`src/rtl/i2c_pkg.sv`:
```
// Shared types and constants for the I2C receive path.
package i2c_pkg;

  typedef enum logic [1:0] {
    IDLE   = 2'd0,
    ACTIVE = 2'd1,
    DONE   = 2'd2,
    ERR    = 2'd3
  } rd_state_e;

  // Released-bus levels; the filters power up here so reset never looks like an edge.
  localparam logic SCL_IDLE = 1'b1;
  localparam logic SDA_IDLE = 1'b1;

endpackage

```
`src/rtl/i2c_glitch_filter.sv`:
```
// Glitch filter: output follows the input after FILTER_LEN consecutive equal samples.
module i2c_glitch_filter #(
  parameter int   FILTER_LEN = 3,
  parameter logic RESET_VAL  = 1'b1
) (
  input  logic clk,
  input  logic rst,
  input  logic raw,
  output logic filt
);

  localparam int            CW     = $clog2(FILTER_LEN + 1);
  localparam logic [CW-1:0] RELOAD = CW'(FILTER_LEN - 1);

  logic [CW-1:0] cnt;

  // Down-counter restarts whenever raw matches filt, so any disagreeing run shorter than FILTER_LEN is dropped.
  always_ff @(posedge clk) begin
    if (rst) begin
      filt <= RESET_VAL;
      cnt  <= RELOAD;
    end else if (raw == filt) begin
      cnt <= RELOAD;
    end else if (cnt == '0) begin
      filt <= raw;
      cnt  <= RELOAD;
    end else begin
      cnt <= cnt - 1'b1;
    end
  end

endmodule

```
`src/rtl/i2c_word_reader.sv`:
```
// I2C word receiver: filtered SCL/SDA, START/STOP detection, 1..DATA_WIDTH bit capture.
//   state  | meaning
//   IDLE   | disabled, counter cleared, waiting for rd_en
//   ACTIVE | shifting bits on qualified SCL falls
//   DONE   | word delivered, rd_finish held until rd_en falls
//   ERR    | START/STOP mid-word, bus_err held until rd_en falls
module i2c_word_reader
  import i2c_pkg::*;
#(
  parameter int DATA_WIDTH = 8,
  parameter bit MSB_FIRST  = 1'b1,
  parameter int FILTER_LEN = 3,
  parameter int CNT_W      = $clog2(DATA_WIDTH + 1)
) (
  input  logic                  clk,
  input  logic                  rst,
  input  logic                  rd_en,
  input  logic [CNT_W-1:0]      rd_len,
  input  logic                  scl_i,
  input  logic                  sda_i,
  output logic [DATA_WIDTH-1:0] rd_data,
  output logic                  rd_valid,
  output logic                  rd_finish,
  output logic                  get_start,
  output logic                  get_stop,
  output logic                  bus_err
);

  localparam logic [CNT_W-1:0] DW_C = CNT_W'(DATA_WIDTH);

  rd_state_e             state, state_nxt;
  logic                  scl_f, sda_f, scl_d, sda_d;
  logic                  scl_rise, scl_fall, start_cond, stop_cond;
  logic [CNT_W-1:0]      len, len_sel, counter;
  logic [DATA_WIDTH-1:0] shift_reg, shift_nxt;
  logic [DATA_WIDTH:0]   shift_cat;
  logic                  sample, sample_valid;
  logic                  bit_take, word_done;

  i2c_glitch_filter #(.FILTER_LEN(FILTER_LEN), .RESET_VAL(SCL_IDLE)) u_scl_filt (
    .clk(clk), .rst(rst), .raw(scl_i), .filt(scl_f)
  );

  i2c_glitch_filter #(.FILTER_LEN(FILTER_LEN), .RESET_VAL(SDA_IDLE)) u_sda_filt (
    .clk(clk), .rst(rst), .raw(sda_i), .filt(sda_f)
  );

  assign scl_rise   = scl_f & ~scl_d;
  assign scl_fall   = ~scl_f & scl_d;
  // SCL must be high on both sides of the SDA change; a simultaneous SCL fall is ordinary data.
  assign start_cond = scl_f & scl_d & sda_d & ~sda_f;
  assign stop_cond  = scl_f & scl_d & ~sda_d & sda_f;
  assign len_sel    = (rd_len == '0 || rd_len > DW_C) ? DW_C : rd_len;
  assign shift_cat  = {shift_reg, sample};

  always_comb begin
    shift_nxt = shift_reg;
    if (MSB_FIRST) begin
      shift_nxt = shift_cat[DATA_WIDTH-1:0];
    end else begin
      for (int i = 0; i < DATA_WIDTH; i++) begin
        if (counter == CNT_W'(i)) shift_nxt[i] = sample;
      end
    end
  end

  always_comb begin
    state_nxt = state;
    bit_take  = 1'b0;
    word_done = 1'b0;
    case (state)
      IDLE: begin
        if (rd_en) state_nxt = ACTIVE;
      end
      ACTIVE: begin
        if (!rd_en) begin
          state_nxt = IDLE;
        end else if ((start_cond || stop_cond) && counter != '0) begin
          state_nxt = ERR;
        end else if (scl_fall && sample_valid) begin
          bit_take = 1'b1;
          if (counter + 1'b1 == len) begin
            word_done = 1'b1;
            state_nxt = DONE;
          end
        end
      end
      DONE, ERR: begin
        if (!rd_en) state_nxt = IDLE;
      end
      default: state_nxt = IDLE;
    endcase
  end

  always_ff @(posedge clk) begin
    if (rst) begin
      state        <= IDLE;
      scl_d        <= SCL_IDLE;
      sda_d        <= SDA_IDLE;
      len          <= DW_C;
      counter      <= '0;
      shift_reg    <= '0;
      sample       <= 1'b0;
      sample_valid <= 1'b0;
      rd_data      <= '0;
      rd_valid     <= 1'b0;
      rd_finish    <= 1'b0;
      bus_err      <= 1'b0;
      get_start    <= 1'b0;
      get_stop     <= 1'b0;
    end else begin
      state     <= state_nxt;
      scl_d     <= scl_f;
      sda_d     <= sda_f;
      rd_valid  <= word_done;
      rd_finish <= (state_nxt == DONE);
      bus_err   <= (state_nxt == ERR);
      get_start <= start_cond && (state != IDLE);
      get_stop  <= stop_cond && (state != IDLE);
      case (state)
        IDLE: begin
          counter      <= '0;
          sample_valid <= 1'b0;
          if (rd_en) begin
            len       <= len_sel;
            shift_reg <= '0;
          end
        end
        ACTIVE: begin
          if (scl_f) sample <= sda_f;
          if (scl_rise) sample_valid <= 1'b1;
          if (bit_take) begin
            shift_reg    <= shift_nxt;
            counter      <= counter + 1'b1;
            sample_valid <= 1'b0;
          end
          if (word_done) rd_data <= shift_nxt;
        end
        default: ;
      endcase
    end
  end

endmodule
```
`config.mk`:
```
export PLATFORM = sky130hd
export DESIGN_NAME = i2c_word_reader
export DESIGN_NICKNAME = d
export VERILOG_FILES = /design/src/rtl/i2c_pkg.sv /design/src/rtl/i2c_glitch_filter.sv /design/src/rtl/i2c_word_reader.sv
export SDC_FILE = /design/constraint.sdc
export NUM_CORES = 1
export LEC_CHECK = 0
export CORE_MARGIN = 3
export CORE_UTILIZATION = 50
export CTS_BUF_LIST = sky130_fd_sc_hd__clkbuf_4 sky130_fd_sc_hd__clkbuf_8 sky130_fd_sc_hd__clkbuf_16
export DETAILED_ROUTE_END_ITERATION = 6
export GPL_ROUTABILITY_DRIVEN = 0
export GPL_TIMING_DRIVEN = 0
export PLACE_DENSITY_LB_ADDON = 0.3
export RECOVER_POWER = 50
export SLEW_MARGIN = 20
export SYNTH_ARGS = -nofsm -noshare
export SYNTH_HDL_FRONTEND = slang
export SYNTH_SLANG_ARGS = --single-unit
```
`constraint.sdc`:
```
create_clock -name clk -period 1.93 [get_ports clk]
set_input_delay 0.193 -clock clk [delete_from_list [all_inputs] [get_ports clk]]
set_output_delay 0.193 -clock clk [all_outputs]
set_load 0.01 [all_outputs]
```
==> impl_metrics.json <==
{
  "status": "finished, final reports clean",
  "wl_mm": 3.81,
  "drive_gt1_frac": 0.106,
  "synthesis.area_um2": 1800,
  "reg2reg_from": "counter[0]",
  "fp.dieArea_um2": 4360,
  "syn-num-nets": 203,
  "drt_first_pass_iters": 4,
  "timing.rr.end": "state[0]",
  "antenna_found_initial": 0,
  "cp.required_ps": 2190,
  "hold_ws_ps": 379,
  "p_per_area_nw_per_um2": 762,
  "ir_drop_v": 0.000560,
  "min_period_ps": 1820,
  "syn_to_final_growth_pct": 19.2,
  "cpMaxStageDelayCell": "dfxtp_2",
  "slew_viol_final": 0,
  "internal_power_mw": 1.24,
  "max_slew_margin": 0.673,
  "vias_per_cell": 5.55,
  "postRouteAntennaNets": 0,
  "cts_tree": "yes",
  "final_common_cell": "dfxtp_1",
  "arrival_ps": 2080,
  "hold_violations": 0,
  "drt_drc_violations_left": 0,
  "die_x_um": 66.1,
  "fmax_mhz": 550,
  "finClkSkew_ps": 8.63,
  "pwr-share-seq": 0.542,
  "synth-warning-count": 0,
  "setup_viol": 0,
  "clock_latency_ps": 350,
  "reg2regPathDepth": 7,
  "syn_inst": 190,
  "path_class": "reg -> reg",
  "period_share": 0.943,
  "clkSinkCount": 40,
  "critPathCapture": "state[0]",
  "cts_buffers": 5,
  "grt_pass1_vias": 1455,
  "port_buffers": 20,
  "top_level_ports": 22,
  "h-tree-depth": 2,
  "final_cell_mix": "39 x dfxtp_1, 17 x nor2_1, 16 x a21oi_1",
  "drt-initial-drc-count": 57,
  "p_switching_uw": 401,
  "r2r_slack_ps": 110,
  "syn_area_per_cell_um2": 9.49,
  "stdcell_count": 264,
  "dr_total_vias": 1466,
  "die_h_um": 66.1,
  "postCtsSetupBuffers": 0,
  "clk_pin_slew_ps": 120,
  "overflow": 0,
  "initial_core_util": 0.528,
  "p_leak_nw": 0.828,
  "startpoint_type": "flip-flop",
  "slowest_delay_ps": 410,
  "wl_per_cell_um": 14.4,
  "synth_seq_cells": 40,
  "power_frac_comb": 0.121,
  "worstPathCellList": "inv_1 > ha_1 > xnor2_2 > and3_1 > clkbuf_4 > nand4_1 > and3b_1",
  "clockBufferDepth": 2,
  "cp-end-kind": "flip-flop",
  "worst_slew_pin_slew_ps": 490,
  "maxCapViolations": 0,
  "place_inst": 256,
  "ys_types": 43,
  "largest_reg_flops": 8,
  "row_count": 21,
  "core_um2": 3420,
  "critPathMaxFanout": 10,
  "critPathLaunch": "counter[0]",
  "ys_seq_area_frac": 0.444,
  "cts_root_buf": "clkbuf_4",
  "hold_path.class": "in -> reg",
  "nets": 230,
  "antenna_cells": 0,
  "dp_hpwl_mm": 2.67,
  "grt_first_pass_wirelength_mm": 6.46,
  "p_sw_frac": 0.245,
  "grt_start_max_net_pins": 13,
  "grt.total_usage": 0.196,
  "power_frac_clock": 0.337
}
==> stage by stage <==
stage	cell area [µm²]	power, mW	setup TNS (ps)	util	setup WS, ps
4_1_cts	2150	1.66	0	0.628	28.7
5_1_grt	2150	1.72	-30.8	0.629	-30.8
3_3_place_gp	2060	1.09	0	0.603	90.6
6_report	2150	1.64	0	0.629	110
3_5_place_dp	2060	1.10	0	0.603	40.0
2_1_floorplan	1800	1.05	0	-	305
==> final cells by class <==
cell class,instances,area [µm²]
clock buffer,6,45.0
buffer,10,43.8
fill,299,1270
sequential,40,802
clock inverter,2,35.0
inverter,6,22.5
multi-input combinational,134,943
tap,46,57.6
timing repair buffer,20,200
==> repair_timing <==
| item | in CTS | in global routing |
|---|---|---|
| gates cloned | 0 | 0 |
| setup endpoints to repair | 1 | 11 |
| gates resized for setup | 1 | 3 |
| hold buffers | 0 | 0 |
==> power groups by stage <==
| stage | sequential (mW) | clock, mW | combinational [mW] |
|---|---|---|---|
| final | 0.888 | 0.552 | 0.199 |
| after global routing | 0.893 | 0.604 | 0.222 |
| after CTS | 0.886 | 0.569 | 0.201 |
| after detailed placement | 0.905 | 0 | 0.197 |
| after global placement | 0.903 | 0 | 0.185 |
| after floorplan | 0.899 | 0 | 0.148 |
==> worst max-delay path, delay by kind of cell, from the launching register on <==
| family | cells | cell delay (ps) |
|---|---|---|
| simple gates | 3 | 510 |
| flops | 1 | 410 |
| fa+ha+maj | 1 | 350 |
| buf+inv | 2 | 270 |
| xor+xnor | 1 | 200 |
==> synth_stat cells <==
| master | instances | area share |
|---|---|---|
| a211o_1 | 2 | 0.0097 |
| a211o_2 | 1 | 0.0056 |
| a211oi_1 | 1 | 0.0042 |
| a21o_1 | 1 | 0.0042 |
| a21oi_1 | 16 | 0.044 |
| a22oi_1 | 2 | 0.0083 |
| a31oi_1 | 1 | 0.0035 |
| and2_1 | 7 | 0.024 |
| and3_1 | 1 | 0.0035 |
| and3b_1 | 1 | 0.0049 |
| buf_2 | 3 | 0.0083 |
| buf_6 | 1 | 0.0062 |
| clkbuf_1 | 6 | 0.012 |
| dfxtp_1 | 40 | 0.44 |
| ha_1 | 4 | 0.028 |
| inv_1 | 6 | 0.012 |
| mux2i_1 | 8 | 0.044 |
| nand2_1 | 8 | 0.017 |
| nand2b_1 | 6 | 0.021 |
| nand3_1 | 3 | 0.0083 |
| nand3b_1 | 2 | 0.0083 |
| nand4_1 | 9 | 0.031 |
| nand4b_4 | 1 | 0.013 |
| nor2_1 | 17 | 0.035 |
| nor2_2 | 1 | 0.0035 |
| nor2b_1 | 3 | 0.010 |
| nor3_1 | 4 | 0.011 |
| nor3b_1 | 1 | 0.0042 |
| nor4_1 | 6 | 0.021 |
| o21a_1 | 1 | 0.0042 |
| o21ai_0 | 1 | 0.0028 |
| o21ai_4 | 1 | 0.0090 |
| o221ai_1 | 1 | 0.0049 |
| o31ai_1 | 8 | 0.033 |
| or2_2 | 2 | 0.0069 |
| or2b_1 | 1 | 0.0042 |
| or3b_1 | 4 | 0.019 |
| or4_1 | 1 | 0.0042 |
| xnor2_1 | 3 | 0.015 |
| xnor2_2 | 2 | 0.018 |
| xnor3_1 | 1 | 0.012 |
| xor2_1 | 1 | 0.0049 |
| xor2_2 | 1 | 0.0090 |
==> logic make-up (layout without fill, tap and decap cells) <==
family / Yosys count / after routing / synth area share
compound gates: 36 / 36 / 0.134
flops: 40 / 40 / 0.444
fa+ha+maj: 4 / 4 / 0.0278
simple gates: 78 / 78 / 0.251
mux: 8 / 8 / 0.0444
buf+inv: 16 / 44 / 0.0396
xor+xnor: 8 / 8 / 0.0590
==> how the worst min path moves through the flow <==
stage | depth (start not counted) | from | endpoint
2_1_floorplan | 1 | scl_i | u_scl_filt.filt
3_3_place_gp | 1 | u_scl_filt.cnt[0] | u_scl_filt.cnt[0]
3_5_place_dp | 1 | u_sda_filt.cnt[0] | u_sda_filt.cnt[0]
4_1_cts | 2 | rst | sample_valid
5_1_grt | 2 | rst | get_stop
6_report | 2 | rst | sample_valid
==> metal layers <==
metal / global-route usage / vias up / routed length, µm
li1: - / 735 / -
met1: 0.239 / 684 / 1660
met2: 0.317 / 39 / 1870
met3: 0.0629 / 8 / 216
met4: 0.0812 / 0 / 62
met5: 0 / - / 0
Note: power is estimated with default switching activity, not from simulation.
